[config.mk]
export PLATFORM = sky130hd
export DESIGN_NAME = alu_issue_ctrl
export DESIGN_NICKNAME = d
export VERILOG_FILES = /design/src/rtl/alu_pkg.sv /design/src/rtl/alu_op_decode.sv /design/src/rtl/alu_issue_ctrl.sv
export SDC_FILE = /design/constraint.sdc
export NUM_CORES = 1
export LEC_CHECK = 0
export ABC_AREA = 1
export CORE_MARGIN = 5
export CORE_UTILIZATION = 45
export DETAILED_ROUTE_END_ITERATION = 8
export PLACE_DENSITY = 0.94
export SLEW_MARGIN = 15
export SYNTH_ARGS = -nofsm -noshare
export SYNTH_HDL_FRONTEND = slang
export SYNTH_HIERARCHICAL = 1
export SYNTH_SLANG_ARGS = --single-unit
[constraint.sdc]
create_clock -name clk -period 4.7 [get_ports clk]
set_input_delay 0.94 -clock clk [delete_from_list [all_inputs] [get_ports clk]]
set_output_delay 0.94 -clock clk [all_outputs]
set_load 0.005 [all_outputs]
[src/rtl/alu_pkg.sv]
// rtl/alu_pkg.sv - shared ALU op codes, op classes, funct values and issue FSM states
package alu_pkg;

  typedef enum logic [3:0] {
    ALU_AND = 4'b0000,
    ALU_OR  = 4'b0001,
    ALU_ADD = 4'b0010,
    ALU_SUB = 4'b0110,
    ALU_SLT = 4'b0111
  } alu_op_t;

  typedef logic [1:0] op_class_t;

  localparam op_class_t CLASS_MEM   = 2'b00;
  localparam op_class_t CLASS_BEQ   = 2'b01;
  localparam op_class_t CLASS_RTYPE = 2'b10;
  localparam op_class_t CLASS_ILL   = 2'b11;

  localparam logic [5:0] FUNCT_ADD = 6'b100000;
  localparam logic [5:0] FUNCT_SUB = 6'b100010;
  localparam logic [5:0] FUNCT_AND = 6'b100100;
  localparam logic [5:0] FUNCT_OR  = 6'b100101;
  localparam logic [5:0] FUNCT_SLT = 6'b101010;

  typedef enum logic [1:0] {
    ST_IDLE,
    ST_EXEC,
    ST_RESP
  } state_t;

endpackage

[src/rtl/alu_op_decode.sv]
// rtl/alu_op_decode.sv - combinational op class / funct to ALU op code decoder
import alu_pkg::*;

module alu_op_decode (
  input  logic [1:0] op_class,
  input  logic [5:0] funct,
  output logic [3:0] op,
  output logic       illegal
);

  always_comb begin
    op      = ALU_ADD;
    illegal = 1'b0;
    case (op_class)
      CLASS_MEM: op = ALU_ADD;
      CLASS_BEQ: op = ALU_SUB;
      CLASS_RTYPE: begin
        case (funct)
          FUNCT_ADD: op = ALU_ADD;
          FUNCT_SUB: op = ALU_SUB;
          FUNCT_AND: op = ALU_AND;
          FUNCT_OR:  op = ALU_OR;
          FUNCT_SLT: op = ALU_SLT;
          default:   illegal = 1'b1;
        endcase
      end
      default: illegal = 1'b1;
    endcase
  end

endmodule

[src/rtl/alu_issue_ctrl.sv]
// rtl/alu_issue_ctrl.sv - issues decoded requests to a fixed-latency ALU and returns responses
import alu_pkg::*;

module alu_issue_ctrl #(
  parameter int WIDTH   = 32,
  parameter int ALU_LAT = 1
) (
  input  logic             clk,
  input  logic             rst,
  input  logic             req_valid,
  output logic             req_ready,
  input  logic [1:0]       req_class,
  input  logic [5:0]       req_funct,
  input  logic [WIDTH-1:0] req_a,
  input  logic [WIDTH-1:0] req_b,
  output logic [3:0]       alu_op,
  output logic [WIDTH-1:0] alu_a,
  output logic [WIDTH-1:0] alu_b,
  input  logic [WIDTH-1:0] alu_result,
  input  logic             alu_zero,
  output logic             rsp_valid,
  input  logic             rsp_ready,
  output logic [WIDTH-1:0] rsp_result,
  output logic             rsp_zero,
  output logic             rsp_taken,
  output logic             rsp_err,
  output logic [15:0]      op_count
);

  localparam logic [3:0] LAT_INIT = 4'(ALU_LAT);

  state_t           state_q, state_d;
  logic [3:0]       cnt_q, cnt_d;
  logic             beq_q, beq_d;
  logic             req_ready_d, rsp_valid_d;
  logic [3:0]       alu_op_d;
  logic [WIDTH-1:0] alu_a_d, alu_b_d, rsp_result_d;
  logic             rsp_zero_d, rsp_taken_d, rsp_err_d;
  logic [15:0]      op_count_d;
  logic [3:0]       dec_op;
  logic             dec_illegal;

  alu_op_decode u_decode (
    .op_class (req_class),
    .funct    (req_funct),
    .op       (dec_op),
    .illegal  (dec_illegal)
  );

  always_ff @(posedge clk) begin
    if (rst) begin
      state_q    <= ST_IDLE;
      cnt_q      <= '0;
      beq_q      <= 1'b0;
      req_ready  <= 1'b0;
      rsp_valid  <= 1'b0;
      alu_op     <= '0;
      alu_a      <= '0;
      alu_b      <= '0;
      rsp_result <= '0;
      rsp_zero   <= 1'b0;
      rsp_taken  <= 1'b0;
      rsp_err    <= 1'b0;
      op_count   <= '0;
    end else begin
      state_q    <= state_d;
      cnt_q      <= cnt_d;
      beq_q      <= beq_d;
      req_ready  <= req_ready_d;
      rsp_valid  <= rsp_valid_d;
      alu_op     <= alu_op_d;
      alu_a      <= alu_a_d;
      alu_b      <= alu_b_d;
      rsp_result <= rsp_result_d;
      rsp_zero   <= rsp_zero_d;
      rsp_taken  <= rsp_taken_d;
      rsp_err    <= rsp_err_d;
      op_count   <= op_count_d;
    end
  end

  always_comb begin
    state_d      = state_q;
    cnt_d        = cnt_q;
    beq_d        = beq_q;
    alu_op_d     = alu_op;
    alu_a_d      = alu_a;
    alu_b_d      = alu_b;
    rsp_result_d = rsp_result;
    rsp_zero_d   = rsp_zero;
    rsp_taken_d  = rsp_taken;
    rsp_err_d    = rsp_err;
    op_count_d   = op_count;
    case (state_q)
      ST_IDLE: begin
        if (req_valid && req_ready) begin
          if (dec_illegal) begin
            // Illegal requests skip the ALU and leave its port bundle untouched
            rsp_err_d    = 1'b1;
            rsp_result_d = '0;
            rsp_zero_d   = 1'b0;
            rsp_taken_d  = 1'b0;
            state_d      = ST_RESP;
          end else begin
            alu_op_d = dec_op;
            alu_a_d  = req_a;
            alu_b_d  = req_b;
            cnt_d    = LAT_INIT;
            beq_d    = (req_class == CLASS_BEQ);
            state_d  = ST_EXEC;
          end
        end
      end
      ST_EXEC: begin
        cnt_d = cnt_q - 4'd1;
        if (cnt_q == 4'd1) begin
          rsp_result_d = alu_result;
          rsp_zero_d   = alu_zero;
          rsp_taken_d  = beq_q & alu_zero;
          rsp_err_d    = 1'b0;
          if (op_count != 16'hFFFF) op_count_d = op_count + 16'd1;
          state_d = ST_RESP;
        end
      end
      ST_RESP: begin
        if (rsp_valid && rsp_ready) state_d = ST_IDLE;
      end
      default: state_d = ST_IDLE;
    endcase
    req_ready_d = (state_d == ST_IDLE);
    rsp_valid_d = (state_d == ST_RESP);
  end

endmodule

==> key figures, run 1 <==
Detailed routing
  – Drt pass-1 iters: 5
  – WL per Instance: 15.0 µm
  – Met3 WL: 1980 µm
  – Top layer in use: met4
  – WL final: 16200 µm
  – M1 wire length: 5690 µm
  – Vias per inst: 5.00
  – ANT nets after route: 0
  – DRC: 0
  – Vias: 5397
  – Initial DRC Count: 367
  – Met2 Wirelength: 8110 µm

Pwr
  – Sw frac: 23.0%
  – Sequential share of power: 41.9%
  – Final Power: 2760 µW
  – Clock network power share: 46.0%
  – Int Power: 2130 µW
  – Power density cells: 344 nW/µm²
  – Psw: 636 µW
  – Leak Pwr: 0.00302 µW
  – Gate power share: 12.1%
  – Peak VDD IR: 0.328 mV

Clocking
  – Resized Gates After CTS: 0
  – H-tree depth: 4
  – Clk_lat worst skew: 0.41 ns
  – Sink Count: 128
  – Post-CTS Setup Bufs: 0
  – Clk slew on worst S/H paths: 0.06 ns
  – CTS tree: built
  – CTS Root Cell: clkbuf_16
  – Post-CTS Hold Fix Bufs: 0
  – Clock Tree Buf Depth: 2
  – TritonCTS buffer count: 17

Setup path
  – Kind of critical path: in2reg
  – Worst Path Arrival: 3.12 ns
  – Crit-path cells: clkdlybuf4s50_1, inv_1, ha_1, nand2_1, nor2_1, nand3_1, nand2_1, nor2_1, nand2_2, inv_2, buf_4, nor2_1, nor2_1
  – Worst Path Required: 5.04 ns
  – Worst path slowest cell: clkdlybuf4s50_1
  – Critical path endpoint category: register
  – WP buf/inv: 4
  – Crit-path leading delay family: buffers and inverters
  – Crit path max fanout: 30
  – Crit path launch type: input pin
  – Critical Path Most Common Cell: nor2_1
  – Crit-path max cell delay: 0.51 ns

Synthesis
  – Post-synth EDFFs: 0
  – Synth Flop Type: dfxtp_1
  – Yosys warning total: 6
  – Cell taking the most area after synthesis: dfxtp_1
  – Post-synth top cells: 177 x nor2_1, 136 x nand2_1, 128 x dfxtp_1
  – Top post-synthesis cells by area: dfxtp_1 50%, nor2_1 13%, nand2_1 9.9%, o21ai_0 7.1%, a21oi_1 4.9%
  – Synth Area in Adders: 1.46%
  – Mean post-synth cell area: 7.26 µm²
  – Synthesized flop and latch total: 128
  – Largest family of logic cells by synthesized area: simple AND/OR/NAND/NOR gates
  – Post-synth ARST share: 0%
  – Share of the synthesized area in the top cell type: 49.9%
  – Sequential fraction of the synthesis area: 49.9%
  – Post-synthesis compound-gate area fraction: 12.3%
  – Mux contribution to synthesized area: 0%
  – Synth Net Count: 822
  – Post-Synth Simple-Gate Area: 28.7%
  – Unique masters post-synth: 28
  – Synth Cell Area: 5130 µm²
  – Cells after synthesis: 707
  – Top-count cell post-synth: nor2_1
  – XOR/XNOR Fraction of Synth Area: 1.02%

Place
  – Dpl hpwl: 11200 µm
  – Placer congestion estimate: 0.868
  – Buffers on Ports: 229
  – Pre-CTS setup slack: 1.53 ns

Timing
  – Setup TNS: 0 ns
  – Setup violations, final: 0
  – Fin. Hold Viols: 0
  – Slew HR: 27.6%
  – Actual slew at the worst max-slew pin: 1.09 ns
  – Period utilisation layout: 59.1%
  – PnR worst setup slack: 1.92 ns
  – Worst hold slack: 0.460 ns
  – RSZ-0062 raised after global routing: no
  – Slew Limit Fails: 0
  – Worst Clk Skew: 0.00840 ns
  – FMAX: 360 MHz
  – Final min period: 2.78 ns

Die
  – Initial Util: 45.4%
  – Core ar.: 11300 µm²
  – DIE WIDTH: 117 µm
  – DIE AREA: 13600 µm²
  – Row count: 39
  – # IOs: 230
  – Die height: 117 µm

Final layout
  – Nets: 1038
  – Share of cells above drive strength 1: 6.41%
  – Syn-to-layout area delta: 56.6%
  – Fill cell count: 827

GRT
  – Vias in the first global route: 5295
  – Global-route usage over all layers: 23.4%
  – Pin count of the biggest net entering global routing: 80
  – Initial antenna violation count: 1
  – Total congestion overflow: 0
  – First-pass GRT wire length: 24800 µm

Job
  – Number of max-cap violations: 0

Outcome
  – Status: completed

Min path
  – HP Class: reg2reg
power groups by stage:
stage / logic, µW / clock network, µW / registers (µW)
3_5_place_dp: 331 / 0 / 1180
6_report: 333 / 1270 / 1160
5_1_grt: 366 / 1340 / 1160
3_3_place_gp: 325 / 0 / 1180
2_1_floorplan: 126 / 0 / 1180
4_1_cts: 336 / 1290 / 1160
stage by stage:
| step | cells | area [µm²] | utilization, % |
|---|---|---|---|
| detailed placement | 1047 | 7460 | 65.9 |
| floorplan | 707 | 5130 | - |
| global placement | 1047 | 7460 | 65.9 |
| global route | 1080 | 8040 | 71.0 |
| finish | 1080 | 8040 | 71.0 |
| CTS | 1079 | 8040 | 71.0 |
cells by family after synthesis:
logic type,count (synthesis)
buffers and inverters,79
and+or+nand+nor,361
other,1
adders and majority gates,6
AOI/OAI and AO/OA,126
xor gates and xnor gates,6
DFF,128
worst paths after layout:
path | end | slack, ns | depth (start not counted) | start
max | alu_b[27] | 1.92 | 13 | req_class[0]
min | rsp_result[27] | 0.46 | 2 | rsp_result[27]
max reg2reg | op_count[0] | 2.61 | 9 | cnt_q[1]
min reg2reg | rsp_result[27] | 0.46 | 2 | rsp_result[27]
layout by cell type, fill, tap and decap left out:
cell               n
clkinvlp_4         3
clkinv_2           5
o211ai_1           1
clkbuf_1           3
o21ai_0           73
nor2_4             3
nand3_1           19
clkinv_4           1
nor2_2             5
o21ai_1            2
nor3_2             1
inv_1             32
xnor2_1            3
a21oi_1           50
xor2_1             3
clkdlybuf4s50_1  229
inv_2             10
clkbuf_16         17
diode_2            1
nand2_1          136
or2_2              1
nand2_2            5
conb_1             1
nand2_4            1
nand3b_1           1
clkbuf_8           2
dfxtp_1          128
bufinv_16          2
nor3_1             4
nand4_1            8
nor2_1           177
ha_1               6
buf_4              4
worst reg2reg max path: stages, from the launching register on:
cell and delay [ns]:
dfxtp_1 0.31, inv_1 0.09, ha_1 0.15, nand2_1 0.06, nor2_2 0.19, nand2_2 0.13
inv_2 0.47, nand2_2 0.30, o21ai_0 0.22, nor2_1 0.05
area by class of cell:
class                      count  area [µm²]  area share (%)
clock inverter                10         111            1.39
clock buffer                  22         464            5.77
inverter                      43         163            2.02
timing repair buffer         233        2320            28.9
tap                          143         179            2.23
sequential                   128        2560            31.9
antenna                        1        2.50          0.0311
multi-input combinational    500        2240            27.8
layer usage:
metal / GRT usage, % / vias to the layer above
li1: - / 2676
met1: 22.6 / 2451
met2: 41.3 / 236
met3: 13.1 / 34
met4: 9.10 / 0
met5: 0 / -
registers in the layout, summed over array words and instances, names as in the netlist:
register	cells
beq_q	1
alu_b	32
cnt_q	4
rsp_zero	1
alu_a	32
req_ready	1
rsp_result	32
alu_op	4
rsp_taken	1
op_count	16
state_q	2
rsp_err	1
rsp_valid	1
No activity file was read; power rests on OpenSTA's default activity.
==> run 2: changes to the inputs <==
Settings changed: CORE_UTILIZATION 45 to 42, PLACE_DENSITY 0.94 to 0.89.
Clock period 4.7 ns to 2.6 ns, I/O delays scaled along.
==> run 2 against run 1 <==
Cell count rose by 0.74%; design area rose by 2.3%; largest power group unchanged; global-route usage fell by 2.7 points; first-iteration DRC count rose by 3.5%; highest routed layer unchanged.
==> key figures, run 2 (synthesis gave the netlist of run 1 again) <==
Timing
  – Period utilisation layout: 79.2%
  – Setup TNS: 0 ns (unchanged)
  – Worst Clk Skew: 0.00607 ns (was 0.00840 ns)
  – FMAX: 486 MHz
  – Fin. Hold Viols: 0 (unchanged)
  – Worst hold slack: 0.457 ns (was 0.460 ns)
  – Final min period: 2.06 ns
  – RSZ-0062 raised after global routing: no (unchanged)
  – Slew Limit Fails: 0 (unchanged)
  – Setup violations, final: 0 (unchanged)

Die
  – Core ar.: 12000 µm² (was 11300 µm²)
  – DIE AREA: 14500 µm² (was 13600 µm²)
  – DIE WIDTH: 121 µm (was 117 µm)
  – Row count: 40 (was 39)
  – # IOs: 230 (unchanged)
  – Initial Util: 42.8% (was 45.4%)
  – Die height: 121 µm (was 117 µm)

Clocking
  – CTS Root Cell: clkbuf_16 (unchanged)
  – Sink Count: 128 (unchanged)
  – Clock Tree Buf Depth: 2 (unchanged)
  – Clk_lat worst skew: 0.41 ns (about the same)
  – Resized Gates After CTS: 0 (unchanged)
  – TritonCTS buffer count: 17 (unchanged)
  – Clk slew on worst S/H paths: 0.06 ns (about the same)
  – Post-CTS Setup Bufs: 0 (unchanged)
  – CTS tree: built (unchanged)
  – H-tree depth: 4 (unchanged)
  – Post-CTS Hold Fix Bufs: 0 (unchanged)

GRT
  – First-pass GRT wire length: 23900 µm (was 24800 µm)
  – Global-route usage over all layers: 20.7% (was 23.4%)
  – Total congestion overflow: 0 (unchanged)
  – Pin count of the biggest net entering global routing: 71 (was 80)
  – Vias in the first global route: 4928 (was 5295)
  – Initial antenna violation count: 0 (was 1)

Setup path
  – WP buf/inv: 3 (was 4)
  – Crit path launch type: input pin (unchanged)
  – Crit path max fanout: 70 (was 30)
  – Crit-path cells: clkdlybuf4s50_1, inv_1, ha_1, nand2_1, nor2_1, nand3_1, nand2_1, nor2_1, nand2_2, buf_12, o21ai_0, nor2_1 (was clkdlybuf4s50_1, inv_1, ha_1, nand2_1, nor2_1, nand3_1, nand2_1, nor2_1, nand2_2, inv_2, buf_4, nor2_1, nor2_1)
  – Worst path slowest cell: clkdlybuf4s50_1 (unchanged)
  – Crit-path max cell delay: 0.51 ns (about the same)
  – Worst Path Required: 2.89 ns (was 5.04 ns)
  – Critical Path Most Common Cell: nor2_1 (unchanged)
  – Worst Path Arrival: 2.35 ns (was 3.12 ns)
  – Crit-path leading delay family: buffers and inverters (unchanged)
  – Kind of critical path: in2reg (unchanged)
  – Critical path endpoint category: register (unchanged)

Detailed routing
  – Vias: 5241 (was 5397)
  – ANT nets after route: 0 (unchanged)
  – DRC: 0 (unchanged)
  – Vias per inst: 4.82 (was 5.00)
  – WL per Instance: 13.9 µm (was 15.0 µm)
  – Drt pass-1 iters: 5 (unchanged)
  – WL final: 15100 µm (was 16200 µm)
  – Initial DRC Count: 380 (was 367)

Place
  – Placer congestion estimate: 0.846 (was 0.868)
  – Dpl hpwl: 10900 µm (was 11200 µm)
  – Buffers on Ports: 229 (unchanged)

Min path
  – HP Class: reg2reg (unchanged)

Final layout
  – Commonest non-fill, non-tap cell in the layout: clkdlybuf4s50_1 (unchanged)
  – Share of cells above drive strength 1: 7.23% (was 6.41%)
  – Nets: 1044 (was 1038)
  – Most frequent cells in the layout: 229 x clkdlybuf4s50_1, 177 x nor2_1, 136 x nand2_1 (unchanged)
  – ANT cells: 0 (was 1)
  – Syn-to-layout area delta: 60.2% (was 56.6%)
  – Biggest regs: alu_a: 32 flops, alu_b: 32 flops, rsp_result: 32 flops (unchanged)

Outcome
  – Status: completed (unchanged)

Job
  – Number of max-cap violations: 0 (unchanged)

Pwr
  – Peak VDD IR: 0.590 mV (was 0.328 mV)
  – Leak Pwr: 0.00311 µW (was 0.00302 µW)
  – Power density cells: 652 nW/µm² (was 344 nW/µm²)
## run 2: cell types whose count changed in the layout (fill, tap and decap cells not counted), sizes merged
cell    change
buf         +6
bufinv      +4
clkbuf      -5
clkinv      -1
diode       -1
inv         +1
## run 2: final timing paths
check	end	slack (ns)	startpoint	cells after the start
max	alu_a[0]	0.54	req_class[0]	12
min reg2reg	rsp_result[11]	0.46	rsp_result[11]	2
min	rsp_result[11]	0.46	rsp_result[11]	2
max reg2reg	rsp_result[20]	0.78	cnt_q[1]	9
## run 2: where the power goes
group	internal [µW]	leakage, µW	switching [µW]
Sequential	2050	0.00104	44.1
Clock	1790	0.000315	865
Combinational	358	0.00175	256
## run 2: per-stage QoR
stage | utilization (%) | area, µm² | cells | power, µW | setup slack, ns
detailed placement | 63.0 | 7560 | 1057 | 2750 | 0.136
CTS | 68.5 | 8230 | 1088 | 5420 | 0.563
floorplan | - | 5130 | 707 | 2360 | 0.815
global placement | 63.0 | 7560 | 1057 | 2730 | 0.224
global route | 68.5 | 8230 | 1088 | 5590 | 0.348
finish | 68.5 | 8230 | 1088 | 5360 | 0.542
## run 2: worst reg2reg max path, delay by kind of cell (launching register included)
family,cells,cell delay (ns)
AOI/OAI and AO/OA,1,0.20
buffers and inverters,3,0.54
DFF,1,0.31
adders and majority gates,1,0.15
and+or+nand+nor,4,0.54
## run 2: area by class of cell
class	count	area, µm²
fillers	949	3780
flip-flops and latches	128	2560
repair buffers	239	2420
multi-input cells	500	2240
clock buffers	17	425
clock inverters	14	239
well taps	147	184
inverters	43	163
## run 2: layer usage
metal	track usage [%]	part of all wire [%]	vias up	wire length, µm
li1	-	-	2680	-
met1	22.2	38	2323	5700
met2	34.6	48	221	7220
met3	11.6	13	17	1970
met4	6.59	1.7	0	259
met5	0	0	-	0
==> edit: new RTL, flow settings as in run 2 <==
The 3 states of `state_t` get a one-hot encoding in 3 bits.
--- a/src/rtl/alu_pkg.sv
+++ b/src/rtl/alu_pkg.sv
@@ -22,10 +22,10 @@
   localparam logic [5:0] FUNCT_OR  = 6'b100101;
   localparam logic [5:0] FUNCT_SLT = 6'b101010;
 
-  typedef enum logic [1:0] {
-    ST_IDLE,
-    ST_EXEC,
-    ST_RESP
+  typedef enum logic [2:0] {
+    ST_IDLE = 3'b001,
+    ST_EXEC = 3'b010,
+    ST_RESP = 3'b100
   } state_t;
 
 endpackage
Formal check against the unedited RTL: same outputs for any inputs over 4 cycles, from zero or initial values and one cycle with rst high; so few cycles prove little.
==> edit against run 2 <==
Combinational power rose by 88%; global-route usage rose by 0.78 points; sequential cell count up 1; area after synthesis grew 1.7%; worst setup slack got worse by 0.24 ns; routed wire length up 4.0%; clock power shrank 12%; power increased by 7.5%; design area is 0.32% higher; critical path depth rose by 3; largest power group unchanged.
==> edit: results (changes against run 2) <==
{| class="wikitable"
! Metric !! Value
|-
| H-tree Lvls || 4 (unchanged)
|-
| Total wirelength of the detailed-routed design || 15.7 mm (+4.0%)
|-
| Ratio of routed vias to standard cells || 4.83 (+0.33%)
|-
| Instance count after placement with tap cells included || 1090 (+3.1%)
|-
| Flip-flop cell with the highest count after synthesis || sky130_fd_sc_hd__dfxtp_1
|-
| Net count after synthesis || 835 (+1.6%)
|-
| Fraction of layout cells with a size suffix above 1 || 7.87% (+0.64 points)
|-
| Top cells by count, synth || sky130_fd_sc_hd__nor2_1 (178), sky130_fd_sc_hd__nand2_1 (133), sky130_fd_sc_hd__dfxtp_1 (129)
|-
| Max IR drop VDD || 554 uV (-6.0%)
|-
| Synth Area in XOR/XNOR || 0.503% (-0.52 points)
|-
| Largest net degree at the start of global routing || 60 (-15%)
|-
| Setup clock skew after layout || 0.00686 ns (+0.000785 ns)
|-
| Last weighted congestion value of the routability-driven placer || 0.830 (-1.9%)
|-
| Synthesized-area fraction occupied by ao, oa, aoi and oai cells || 12.5% (+0.16 points)
|-
| Distinct cell type count of the synthesized netlist || 29 (+3.6%)
|-
| Via total after detailed routing || 5418 (+3.4%)
|-
| Post-Synthesis Cells || 720 (+1.8%)
|-
| Data arrival time of the worst path || 2.59 ns (+0.24 ns)
|-
| Number of violations reported at the end of detailed-routing iteration 0 || 333 (-12%)
|-
| Max-slew headroom || 65.1%
|-
| Worst setup slack before clock tree synthesis || -0.0766 ns (-0.213 ns)
|-
| Total met3 wirelength after detailed routing || 1.76 mm (-11%)
|-
| Flop-to-flop setup slack || 0.77 ns
|-
| Buffer count from post-CTS setup fixing || 0 (unchanged)
|-
| Routed met2 length || 7.54 mm (+4.5%)
|-
| Number of antenna violations at the first check in global routing || 0 (unchanged)
|-
| Detailed-route wire length on metal 1 || 6.16 mm (+8.1%)
|-
| Outcome || complete, no violations
|-
| Max frequency || 436 MHz (-10%)
|-
| Proportion of synthesized chip area in sequential cells || 49.5% (-0.43 points)
|-
| Adder and majority gate portion of the synthesized area || 1.44% (-0.024 points)
|-
| Congestion Overflow GR || 0 (unchanged)
|-
| Global-route usage over all layers || 21.5% (+0.78 points)
|-
| Switching power as a share of total power || 25.5% (+3.8 points)
|-
| Wire length of the first global-routing pass || 25.4 mm (+6.1%)
|-
| Largest fanout on the critical path || 11 (-84%)
|-
| Synth area leaders || sky130_fd_sc_hd__dfxtp_1 (49%), sky130_fd_sc_hd__nor2_1 (13%), sky130_fd_sc_hd__nand2_1 (9.6%), sky130_fd_sc_hd__o21ai_0 (7.2%), sky130_fd_sc_hd__a21oi_1 (4.4%)
|-
| Leakage power total || 0.00304 uW (-2.3%)
|}
edit: changes by cell type in the layout (fill, tap and decap cells not counted), moves of 4 or more:
cell                        change
sky130_fd_sc_hd__inv_1          +8
sky130_fd_sc_hd__a21oi_1        -4
sky130_fd_sc_hd__bufinv_16      -4
sky130_fd_sc_hd__clkbuf_8       +4
edit: final timing paths:
check	startpoint	end	depth (start not counted)
worst min-delay path	rsp_result[10]	rsp_result[10]	2
worst max-delay path	req_funct[3]	cnt_q[2]	15
worst max register to register	cnt_q[0]	op_count[13]	7
worst min register to register	rsp_result[10]	rsp_result[10]	2
edit: critical path: stages:
cell and delay (ns):
sky130_fd_sc_hd__clkdlybuf4s50_1 0.53, sky130_fd_sc_hd__inv_1 0.06, sky130_fd_sc_hd__nor2_1 0.09, sky130_fd_sc_hd__nand3_1 0.09
sky130_fd_sc_hd__nand2_1 0.08, sky130_fd_sc_hd__inv_2 0.05, sky130_fd_sc_hd__nand3_1 0.07, sky130_fd_sc_hd__nand2_1 0.06
sky130_fd_sc_hd__nor2_1 0.13, sky130_fd_sc_hd__nand3_2 0.21, sky130_fd_sc_hd__buf_4 0.23, sky130_fd_sc_hd__nand2_1 0.15
sky130_fd_sc_hd__nand2_1 0.08, sky130_fd_sc_hd__nor2_1 0.16, sky130_fd_sc_hd__nor3_1 0.07
edit: routing by layer:
metal	global-route usage, %	vias up
li1	-	2717
met5	0	-
met4	7.28	0
met3	11.0	31
met2	36.5	223
met1	22.9	2447
edit: through the flow:
stage	hold WS (ns)	area, sq um	TNS [ns]
2_1_floorplan	0.444	5220	0
3_3_place_gp	0.448	7660	0
4_1_cts	0.456	8250	0
5_1_grt	0.483	8250	0
6_report	0.457	8250	0
3_5_place_dp	0.453	7660	-0.109
edit: logic make-up after synthesis:
| family | Yosys count |
|---|---|
| AND/OR/NAND/NOR | 367 |
| flip-flops | 129 |
| AO/OA/AOI/OAI | 127 |
| buffers and inverters | 87 |
| adder cells (fa/ha/maj) | 6 |
| XOR/XNOR | 3 |
| other | 1 |
edit: cell type report:
type,count,area (sq um)
flip-flops and latches,129,2580
clock inverters,9,106
multi-input cells,504,2270
well taps,168,210
fillers,968,3860
clock buffers,22,484
repair buffers,241,2410
inverters,48,180
edit: power by group through the flow:
stage / Clock [uW] / Combinational, uW / Sequential (uW)
after floorplan: 0 / 476 / 2320
after global placement: 0 / 1130 / 2310
after detailed placement: 0 / 1150 / 2320
after CTS: 2380 / 1170 / 2280
after global routing: 2470 / 1280 / 2300
final: 2330 / 1150 / 2280
